`config.mk`:
```
export PLATFORM = sky130hd
export DESIGN_NAME = oam_dma
export DESIGN_NICKNAME = d
export VERILOG_FILES = /design/src/rtl/gb_pkg.sv /design/src/rtl/oam_dma.sv
export SDC_FILE = /design/constraint.sdc
export NUM_CORES = 1
export LEC_CHECK = 0
export BUFFER_PORTS_ARGS = -buffer_cell sky130_fd_sc_hd__buf_2
export CORE_ASPECT_RATIO = 0.6
export CORE_MARGIN = 2
export CORE_UTILIZATION = 44
export CTS_BUF_LIST = sky130_fd_sc_hd__clkbuf_4 sky130_fd_sc_hd__clkbuf_8
export CTS_CLUSTER_DIAMETER = 50
export DETAILED_ROUTE_END_ITERATION = 12
export MAX_ROUTING_LAYER = met4
export PLACE_DENSITY = 0.86
export SYNTH_ARGS = -nofsm -noshare
export SYNTH_HDL_FRONTEND = slang
export SYNTH_SLANG_ARGS = --single-unit
export TNS_END_PERCENT = 100
```
`constraint.sdc`:
```
create_clock -name clock -period 1.6 [get_ports clock]
set_input_delay 0 -clock clock [delete_from_list [all_inputs] [get_ports clock]]
set_output_delay 0 -clock clock [all_outputs]
set_load 0.02 [all_outputs]
```
`src/rtl/gb_pkg.sv`:
```
// Shared types and constants for the OAM DMA engine.
package gb_pkg;

    typedef enum logic [2:0] {
        IDLE,
        START,
        RD,
        LATCH,
        WR,
        GAP
    } dma_state_t;

    localparam logic [15:0] DMA_REG_ADDR = 16'hFF46;
    localparam int          OAM_SIZE     = 160;
    localparam logic [7:0]  ECHO_MASK    = 8'hDF;

endpackage

```
`src/rtl/oam_dma.sv`:
```
// OAM DMA engine: copies one 160-byte source page into OAM,
// one byte per four CPU clocks, after a write to FF46.
module oam_dma
    import gb_pkg::*;
#(
    parameter int OAM_BYTES   = OAM_SIZE,
    parameter int START_DELAY = 4
) (
    input  logic        clock,
    input  logic        reset,
    input  logic        reg_wren,
    input  logic [7:0]  reg_wdata,
    output logic [7:0]  reg_rdata,
    output logic [15:0] bus_addr,
    output logic        bus_rden,
    input  logic [7:0]  bus_data,
    output logic [7:0]  oam_addr,
    output logic [7:0]  oam_wdata,
    output logic        oam_wren,
    input  logic        oam_busy,
    output logic        active,
    output logic        done
);

    localparam logic [1:0] DLY_LAST = 2'(START_DELAY - 1);
    localparam logic [7:0] IDX_LAST = 8'(OAM_BYTES - 1);

    dma_state_t state_q, state_d;
    logic [1:0] cnt_q, cnt_d;
    logic [7:0] idx_q, idx_d;
    logic [7:0] src_q, src_d;
    logic [7:0] data_q, data_d;
    logic       done_q, done_d;
    logic [7:0] src_eff;

    always_ff @(posedge clock or posedge reset) begin
        if (reset) begin
            state_q <= IDLE;
            cnt_q   <= '0;
            idx_q   <= '0;
            src_q   <= '0;
            data_q  <= '0;
            done_q  <= 1'b0;
        end else begin
            state_q <= state_d;
            cnt_q   <= cnt_d;
            idx_q   <= idx_d;
            src_q   <= src_d;
            data_q  <= data_d;
            done_q  <= done_d;
        end
    end

    always_comb begin
        state_d = state_q;
        cnt_d   = cnt_q;
        idx_d   = idx_q;
        src_d   = src_q;
        data_d  = data_q;
        done_d  = 1'b0;
        unique case (state_q)
            IDLE: ;
            START: begin
                if (cnt_q == DLY_LAST) begin
                    state_d = RD;
                end else begin
                    cnt_d = cnt_q + 2'd1;
                end
            end
            RD: state_d = LATCH;
            LATCH: begin
                data_d  = bus_data;
                state_d = WR;
            end
            WR: begin
                if (!oam_busy) begin
                    state_d = GAP;
                end
            end
            GAP: begin
                if (idx_q == IDX_LAST) begin
                    state_d = IDLE;
                    done_d  = 1'b1;
                end else begin
                    idx_d   = idx_q + 8'd1;
                    state_d = RD;
                end
            end
            default: state_d = IDLE;
        endcase
        // A register write always (re)starts, even over the final GAP.
        if (reg_wren) begin
            src_d   = reg_wdata;
            idx_d   = '0;
            cnt_d   = '0;
            state_d = START;
            done_d  = 1'b0;
        end
    end

    assign src_eff   = (src_q >= 8'hE0) ? (src_q & ECHO_MASK) : src_q;
    assign reg_rdata = src_q;
    assign bus_addr  = {src_eff, idx_q};
    assign bus_rden  = (state_q == RD);
    assign oam_addr  = idx_q;
    assign oam_wdata = data_q;
    assign oam_wren  = (state_q == WR) && !oam_busy;
    assign active    = (state_q != IDLE);
    assign done      = done_q;

endmodule

```
==> run metrics, run 1 <==
Core Area=3280 sq um; Max Cap Viol=0; Final Max Tran Viols=0; Synthesized Nets=155; Port Buffers=63; Max IR drop VDD=0.945 mV; R2R Path Start=oam_addr[5]$_DFFE_PP0P_; skew final=0.00541 ns; Worst-Margin Slew=0.427 ns; overall power=2.55 mW; Min Hold Slack=0.0744 ns; drt initial violations=43; hpwl dp=2.16 mm; grt ovf=0; CP Max Fanout=6; Synth top area share=between 40% and 50%; Worst EP required=1.78 ns; Gate Count Post-Synth=approximately 130; drt wl/cell=13.7 microns; hold depth=4; crit path kind=flip-flop to flip-flop; number of global-route vias before repair=~1100; Synth Flop Type=dfrtp_1; Final Wtd Congestion=0.867; placed cells=around 230; CP endpoint kind=flip-flop; RR Endpoint=oam_addr[2]$_DFFE_PP0P_; DR pass1 iterations=4; clock transition at the registers of the reported paths=0.07 ns; pwr/cell area=around 1200 nW/um^2; number of fill cells=259; Num CTS Buffers=5; FF-to-FF setup slack=0.12 ns; TritonCTS sink count=30; commonest cells in the netlist=dfrtp_1 (30), mux2_2 (18), buf_4 (16); Setup Buffers After CTS=0; diode count=0; CTS tree=yes; worst hold endpoint=state_q[0]$_DFFE_PP0P_; worst reg-to-reg path cell count=4; via count=1222; dpl ws=0.0787 ns; Area after DPL=1790 sq um; global-route wire length before repair=approximately 5.6 mm; fin crit share=92.2%; HP Start=oam_busy; crit path DAT=1.65 ns; largest net degree at the start of global routing=31; Initial Utilization=between 40% and 50%; fin worst setup slack=approximately 0.12 ns; Final Hold Viols=0; synthesized flop and latch total=30; final wirelength=~3.5 mm; num rows=16; clock root cell=clkbuf_8; layout cell share with drive strength beyond 1=50.5%; Hold Crit Class=input pin to flip-flop; Antenna Nets Post-Route=0; Final Cell Area=2070 sq um; Worst setup SP type=flip-flop; Die Span Y=between 40 and 50 microns; Peak Freq=0.678 GHz; die area=3960 sq um; Yosys warnings=0; IO Count=64; DR vias/cell=4.87; leading area contributor after synthesis=dfrtp_1; H-Tree Depth=2; syn_area_per_cell=11.4 sq um; worst skew pair latency=approximately 0.28 ns; RSZ-0062 raised after global routing=no; Netlist cell types=38; status=complete, no violations; most numerous cell in the Yosys netlist=dfrtp_1; clock buffer depth=2; Seq/Total Area, Yosys=49.3%; Die Wd=79.9 microns; initial antenna violation count=0; Setup-failing EPs final=0; FFs w/ async S/R, synth=100%; Mapped Area=1520 sq um; clock period minus worst slack=1.48 ns; Pleak=a little over 1 nW; Post-layout nets=227; Core Util, Final=63.1%; count of flip-flops with a built-in enable after synthesis=0; Slew HR=a little under three quarters; # DRC=0; P&R area growth vs syn=36.1%; dominant cells by area after synthesis=dfrtp_1 (49%), mux2_2 (13%), buf_4 (7.9%), a21oi_1 (2.0%), mux2i_1 (2.0%); Non-Filler Instances=about 250; GR Util All Layers=19.8%; setup TNS=0 ns
-- registers in the layout, indices dropped and copies added (netlist names) --
signal / flops
state_q: 3
oam_wdata: 8
reg_rdata: 8
cnt_q: 2
done: 1
oam_addr: 8
-- placed cells by master, fill, tap and decap left out, types with 2 or more instances in the layout --
cell	n
mux2i_1	3
buf_2	63
nor4_1	2
inv_1	4
buf_4	5
nand2_1	8
dfrtp_1	27
mux2_2	18
clkbuf_8	6
o21ai_0	2
and3_1	2
dlygate4sd3_1	17
a21oi_1	5
dfrtp_2	3
nor2_1	7
nand3_1	3
nor3_1	3
nor2b_1	3
-- report_power, final --
part           total (mW)  switching, mW  leakage, nW  internal (mW)
clock network       0.641          0.296       0.0472          0.345
logic               0.853          0.456        0.600          0.398
registers            1.05          0.128        0.372          0.926
total                2.55          0.879         1.02           1.67
-- worst max-delay path by stage --
stage | startpoint | endpoint | slack [ns] | cells past startpoint
2_1_floorplan | oam_addr[0]$_DFFE_PP0P_ | oam_addr[0]$_DFFE_PP0P_ | 0.006 | 4
5_1_grt | oam_addr[5]$_DFFE_PP0P_ | oam_addr[2]$_DFFE_PP0P_ | 0.009 | 4
3_5_place_dp | oam_addr[1]$_DFFE_PP0P_ | oam_addr[0]$_DFFE_PP0P_ | 0.08 | 4
6_report | oam_addr[5]$_DFFE_PP0P_ | oam_addr[2]$_DFFE_PP0P_ | 0.12 | 4
3_3_place_gp | oam_addr[1]$_DFFE_PP0P_ | oam_addr[0]$_DFFE_PP0P_ | 0.12 | 4
4_1_cts | oam_addr[1]$_DFFE_PP0P_ | oam_addr[2]$_DFFE_PP0P_ | 0.06 | 5
-- routing by layer --
layer,track usage (%),vias to the layer above,wire (microns)
met3,6.41,6,215
li1,-,598,-
met2,27.9,51,1520
met4,9.89,0,46
met5,-,-,0
met1,25.8,567,1670
-- logic make-up (layout without fill, tap and decap cells) --
family          Yosys count  in the layout  share of synthesized area, %
buf+inv                  24             97                          10.5
compound gates           16             16                          7.15
fa+ha+maj                 2              2                          1.64
xor+xnor                  1              1                         0.575
simple gates             39             39                          15.5
mux                      21             21                          15.3
flops                    30             30                          49.3
-- critical path: stages, from the launching register on --
cell and delay (ns):
dfrtp_1 0.43, nor3b_2 0.37, a21oi_2 0.12, buf_4 0.16
a311oi_1 0.28
-- cell type report --
| class | instances | area, sq um | area share [%] |
|---|---|---|---|
| Clock buffer | 6 | 82.6 | 3.99 |
| Inverter | 4 | 15.0 | 0.725 |
| Clock inverter | 2 | 12.5 | 0.604 |
| Tap cell | 45 | 56.3 | 2.72 |
| Sequential cell | 30 | 754 | 36.4 |
| Timing Repair Buffer | 85 | 523 | 25.2 |
| Multi-Input combinational cell | 79 | 628 | 30.3 |
-- repair_timing --
item,CTS,global route
endpoints found under the setup margin,0,6
hold buffers,17,0
hold endpoints to repair,46,0
gates resized for setup,0,3
Power figures use the tool's default switching activity.
==> run 2: changes to the inputs <==
--- a/config.mk
+++ b/config.mk
@@ -13,7 +13,7 @@
 export CTS_CLUSTER_DIAMETER = 50
 export DETAILED_ROUTE_END_ITERATION = 12
 export MAX_ROUTING_LAYER = met4
-export PLACE_DENSITY = 0.86
+export PLACE_DENSITY_LB_ADDON = 0.1
 export SYNTH_ARGS = -nofsm -noshare
 export SYNTH_HDL_FRONTEND = slang
 export SYNTH_SLANG_ARGS = --single-unit
==> run 2 against run 1 <==
Clock power fell by 7.8%. Cell count rose by 1.6%. Critical path depth did not move. Non-clock buffer count rose by 5.
==> run metrics, run 2 (synthesized netlist as in run 1, its figures left out) <==
status=complete, no violations (unchanged); Post-layout nets=232 (was 227); layout cell share with drive strength beyond 1=51.9% (was 50.5%); dpl ws=0.0908 ns (was 0.0787 ns); die area=3960 sq um (unchanged); clock buffer depth=2 (unchanged); Hold Crit Class=input pin to flip-flop (unchanged); global-route wire length before repair=5.93 mm (was 5.64 mm); Final Hold Viols=0 (unchanged); diode count=0 (unchanged); Pleak=1.04 nW (was 1.02 nW); worst skew pair latency=0.27 ns (was 0.28 ns); Max IR drop VDD=0.945 mV (about the same); H-Tree Depth=2 (unchanged); TritonCTS sink count=30 (unchanged); Peak Freq=0.648 GHz (was 0.678 GHz); via count=1269 (was 1222); Initial Utilization=46.4% (unchanged); DR pass1 iterations=4 (unchanged); Slew HR=57.9% (was 71.5%); met1 WL=1.51 mm (was 1.67 mm); IO Count=64 (unchanged); number of global-route vias before repair=1290 (was 1147); fin worst setup slack=0.0557 ns (was 0.125 ns); clock root cell=clkbuf_8 (unchanged); Max Cap Viol=0 (unchanged); crit path kind=flip-flop to flip-flop (unchanged); crit path DAT=1.70 ns (was 1.65 ns); Worst EP required=1.75 ns (was 1.78 ns); most frequent cells in the layout=buf_2 (63), dfrtp_1 (28), mux2_2 (18) (was buf_2 (63), dfrtp_1 (27), mux2_2 (18)); Setup-failing EPs final=0 (unchanged); number of fill cells=277 (was 259); hpwl dp=2.40 mm (was 2.16 mm); drt initial violations=64 (was 43); Final Cell Area=2100 sq um (was 2070 sq um); Die Span Y=49.6 microns (unchanged); skew final=0.00290 ns (was 0.00541 ns); pwr/cell area=1200 nW/um^2 (was 1230 nW/um^2); Setup Buffers After CTS=0 (unchanged); CP Max Fanout=5 (was 6); Core Util, Final=63.9% (was 63.1%); Area after DPL=1830 sq um (was 1790 sq um); most common cell after layout, fill and taps aside=buf_2 (unchanged); Core Area=3280 sq um (unchanged); DR vias/cell=4.98 (was 4.87); num rows=16 (unchanged); Final Wtd Congestion=0.826 (was 0.867); setup TNS=0 ns (unchanged); met2 WL=1.70 mm (was 1.52 mm); # DRC=0 (unchanged); P&R area growth vs syn=37.8% (was 36.1%); final wirelength=3.50 mm (was 3.45 mm); CP endpoint kind=flip-flop (unchanged); Worst setup SP type=flip-flop (unchanged); grt ovf=0 (unchanged); Antenna Nets Post-Route=0 (unchanged); CTS tree=yes (unchanged); Worst-Margin Slew=0.630 ns (was 0.427 ns); clock transition at the registers of the reported paths=0.06 ns (was 0.07 ns); RSZ-0062 raised after global routing=no (unchanged); Die Wd=79.9 microns (unchanged); Num CTS Buffers=5 (unchanged); top sig layer=met4 (unchanged); largest net degree at the start of global routing=24 (was 31); Port Buffers=63 (unchanged); met3 routed WL=231 microns (was 215 microns); GR Util All Layers=20.4% (was 19.8%); initial antenna violation count=0 (unchanged); drt wl/cell=13.7 microns (about the same); fin crit share=96.5% (was 92.2%); clock period minus worst slack=1.54 ns (was 1.48 ns); Final Max Tran Viols=0 (unchanged)
## run 2: repair_timing
action | in CTS | in global routing
endpoints found under the setup margin | 0 | 2
hold buffers | 17 | 0
gates resized for setup | 0 | 3
endpoints found under the hold margin | 29 | 0
## run 2: metal layers
metal  vias to the layer above  track usage, %
li1                        608               -
met1                       599            22.7
met2                        53            34.3
met3                         9            6.59
met4                         0            7.63
met5                         -               -
## run 2: worst max-delay path, cell delays in order (launching register included)
cell and delay, ns:
dfrtp_1 0.47, buf_4 0.18, and3b_1 0.28, nand2_1 0.11
o41ai_1 0.38
## run 2: where the power goes
part	switching, mW	total, mW	internal [mW]
sequential	0.106	1.03	0.925
clock	0.258	0.591	0.332
combinational	0.470	0.887	0.417
total	0.834	2.51	1.67
## run 2: worst paths after layout
check | depth (start not counted) | startpoint | slack, ns | endpoint
max reg2reg | 4 | state_q[0]$_DFFE_PP0P_ | 0.06 | oam_addr[5]$_DFFE_PP0P_
max in group asynchronous | 4 | reset | 0.66 | oam_wdata[1]$_DFFE_PP0P_
min reg2reg | 1 | oam_wdata[7]$_DFFE_PP0P_ | 0.51 | oam_wdata[7]$_DFFE_PP0P_
min | 4 | oam_busy | 0.08 | state_q[0]$_DFFE_PP0P_
max | 4 | state_q[0]$_DFFE_PP0P_ | 0.06 | oam_addr[5]$_DFFE_PP0P_
min in group asynchronous | 3 | reset | 0.36 | cnt_q[1]$_DFFE_PP0P_
## run 2: area by class of cell
class | instances | area [sq um] | share of cell area (%)
Sequential cell | 30 | 753 | 35.9
Multi-Input combinational cell | 79 | 629 | 30.0
Timing Repair Buffer | 90 | 561 | 26.7
Clock buffer | 7 | 83.8 | 4.00
Tap cell | 45 | 56.3 | 2.68
Inverter | 4 | 15.0 | 0.716
## run 2: metrics by stage
stage	hold WS [ns]	cells	power, mW
global placement	0.0923	231	1.87
global route	0.138	255	2.67
detailed placement	0.112	231	1.90
finish	0.0753	255	2.51
CTS	0.0734	255	2.53
floorplan	0.0907	133	1.65
==> run 3: changes to the inputs <==
--- a/config.mk
+++ b/config.mk
@@ -5,7 +5,7 @@
 export SDC_FILE = /design/constraint.sdc
 export NUM_CORES = 1
 export LEC_CHECK = 0
-export BUFFER_PORTS_ARGS = -buffer_cell sky130_fd_sc_hd__buf_2
+export BUFFER_PORTS_ARGS = -buffer_cell sky130_fd_sc_hd__buf_4
 export CORE_ASPECT_RATIO = 0.6
 export CORE_MARGIN = 2
 export CORE_UTILIZATION = 44
==> run 3 against run 2 <==
Worst setup slack improved by 0.028 ns. First-iteration DRC count fell by 1.6%. Critical endpoint is now oam_addr[7]$_DFFE_PP0P_. Power is 5.4% higher. Non-clock buffer count shrank 4. Core utilization grew 3.9 points. Register-to-register slack better by 0.03 ns. Clock-buffer cell count up 1. Clock skew up 0.0062 ns. Cell count down 1.2%.
==> run metrics, run 3 (synthesized netlist as in run 1, its figures left out) <==
status=complete, no violations (unchanged); final wirelength=3.54 mm (was 3.50 mm); CP endpoint kind=flip-flop (unchanged); Die Wd=79.9 microns (unchanged); Max IR drop VDD=0.933 mV (was 0.945 mV); die area=3960 sq um (unchanged); GRT met2 Usage=30.8% (was 34.3%); RR Endpoint=oam_addr[7]$_DFFE_PP0P_ (was oam_addr[5]$_DFFE_PP0P_); most common cell after layout, fill and taps aside=buf_4 (was buf_2); Pleak=1.06 nW (was 1.04 nW); skew final=0.00906 ns (was 0.00290 ns); pwr/cell area=1190 nW/um^2 (was 1200 nW/um^2); diode count=0 (unchanged); layout cell share with drive strength beyond 1=50.7% (was 51.9%); Slew HR=74.0% (was 57.9%); Antenna Nets Post-Route=0 (unchanged); Critical Path Start=state_q[0]$_DFFE_PP0P_ (unchanged); most frequent cells in the layout=buf_4 (69), dfrtp_1 (28), mux2_2 (18) (was buf_2 (63), dfrtp_1 (28), mux2_2 (18)); Port Buffers=63 (unchanged); setup TNS=0 ns (unchanged); Min Hold Slack=0.0951 ns (was 0.0753 ns); largest net degree at the start of global routing=31 (was 24); # DRC=0 (unchanged); Core Area=3280 sq um (unchanged); Worst EP required=1.76 ns (was 1.75 ns); Hold Crit Class=input pin to flip-flop (unchanged); CP Capture Point=oam_addr[7]$_DFFE_PP0P_ (was oam_addr[5]$_DFFE_PP0P_); grt ovf=0 (unchanged); TritonCTS sink count=30 (unchanged); Worst setup SP type=flip-flop (unchanged); RSZ-0062 raised after global routing=no (unchanged); Final Wtd Congestion=0.825 (was 0.826); Core Util, Final=67.8% (was 63.9%); drt initial violations=63 (was 64); Worst-Margin Slew=0.390 ns (was 0.630 ns); crit path DAT=1.67 ns (was 1.70 ns); Die Span Y=49.6 microns (unchanged); clock buffer depth=2 (unchanged); hold depth=2 (was 4); Max Cap Viol=0 (unchanged); P&R area growth vs syn=46.3% (was 37.8%); Setup-failing EPs final=0 (unchanged); worst reg-to-reg path cell count=3 (was 4); initial antenna violation count=0 (unchanged); H-Tree Depth=2 (unchanged); Final Hold Viols=0 (unchanged); hpwl dp=2.44 mm (was 2.40 mm); Peak Freq=0.660 GHz (was 0.648 GHz); most used routing layer=met2 (unchanged); clock transition at the registers of the reported paths=0.07 ns (was 0.06 ns); Final Max Tran Viols=0 (unchanged); Setup Buffers After CTS=0 (unchanged); worst skew pair latency=0.28 ns (was 0.27 ns); crit path kind=flip-flop to flip-flop (unchanged); DR vias/cell=4.96 (was 4.98); fin crit share=94.8% (was 96.5%); IO Count=64 (unchanged); Num CTS Buffers=5 (unchanged); number of global-route vias before repair=1228 (was 1290); via count=1249 (was 1269); clock period minus worst slack=1.52 ns (was 1.54 ns); met1 Use GR=24.6% (was 22.7%); num rows=16 (unchanged); R2R Path Start=state_q[0]$_DFFE_PP0P_ (unchanged); GR Util All Layers=19.7% (was 20.4%); CTS tree=yes (unchanged); DR pass1 iterations=4 (unchanged); clock root cell=clkbuf_8 (unchanged); drt wl/cell=14.1 microns (was 13.7 microns); CP Max Fanout=9 (was 5); M3 GR Usage=5.68% (was 6.59%); global-route wire length before repair=5.83 mm (was 5.93 mm); Initial Utilization=46.4% (unchanged); Post-layout nets=228 (was 232); FF-to-FF setup slack=0.08 ns (was 0.06 ns)
==> run 3: per-stage QoR <==
stage	cell area, sq um	worst slack [ns]	cells	power [mW]
floorplan	1530	0.00576	133	1.65
global placement	1960	0.159	227	1.96
detailed placement	1960	0.0739	227	2.00
CTS	2220	0.0482	252	2.66
global route	2230	0.0123	252	2.80
finish	2230	0.0839	252	2.64
==> run 3: layer usage <==
metal | vias up | wire length (microns)
li1 | 600 | -
met1 | 600 | 1590
met2 | 43 | 1680
met3 | 6 | 224
met4 | 0 | 53
met5 | - | 0
==> run 3: timing repair <==
action,4_1_cts,5_1_grt
hold endpoints to repair,46,0
gates resized for setup,0,2
hold buffers,17,0
endpoints found under the setup margin,0,9
==> run 3: final cells by class <==
cell class	instances	area, sq um
Fill cell	250	1060
Sequential cell	30	753
Timing Repair Buffer	86	688
Multi-Input combinational cell	79	623
Clock buffer	8	91.3
Tap cell	45	56.3
Inverter	4	15.0
==> run 3: how the worst min path moves through the flow <==
stage	start	endpoint	slack [ns]
after floorplan	reset	cnt_q[0]$_DFFE_PP0P_	0.09
after global placement	reset	reg_rdata[6]$_DFFE_PP0P_	0.10
after detailed placement	reset	reg_rdata[6]$_DFFE_PP0P_	0.11
after CTS	reg_wren	oam_addr[6]$_DFFE_PP0P_	0.09
after global routing	reg_wren	state_q[2]$_DFFE_PP0P_	0.11
final	reg_wren	oam_addr[2]$_DFFE_PP0P_	0.1
==> run 3: report_power, final <==
group / switching (mW) / internal, mW
sequential: 0.137 / 0.925
clock: 0.262 / 0.359
combinational: 0.468 / 0.493
==> run 3: critical path: stages (launching register included) <==
cell	delay (ns)
dfrtp_1	0.55
nand3b_4	0.17
nor4_1	0.30
mux2_2	0.37
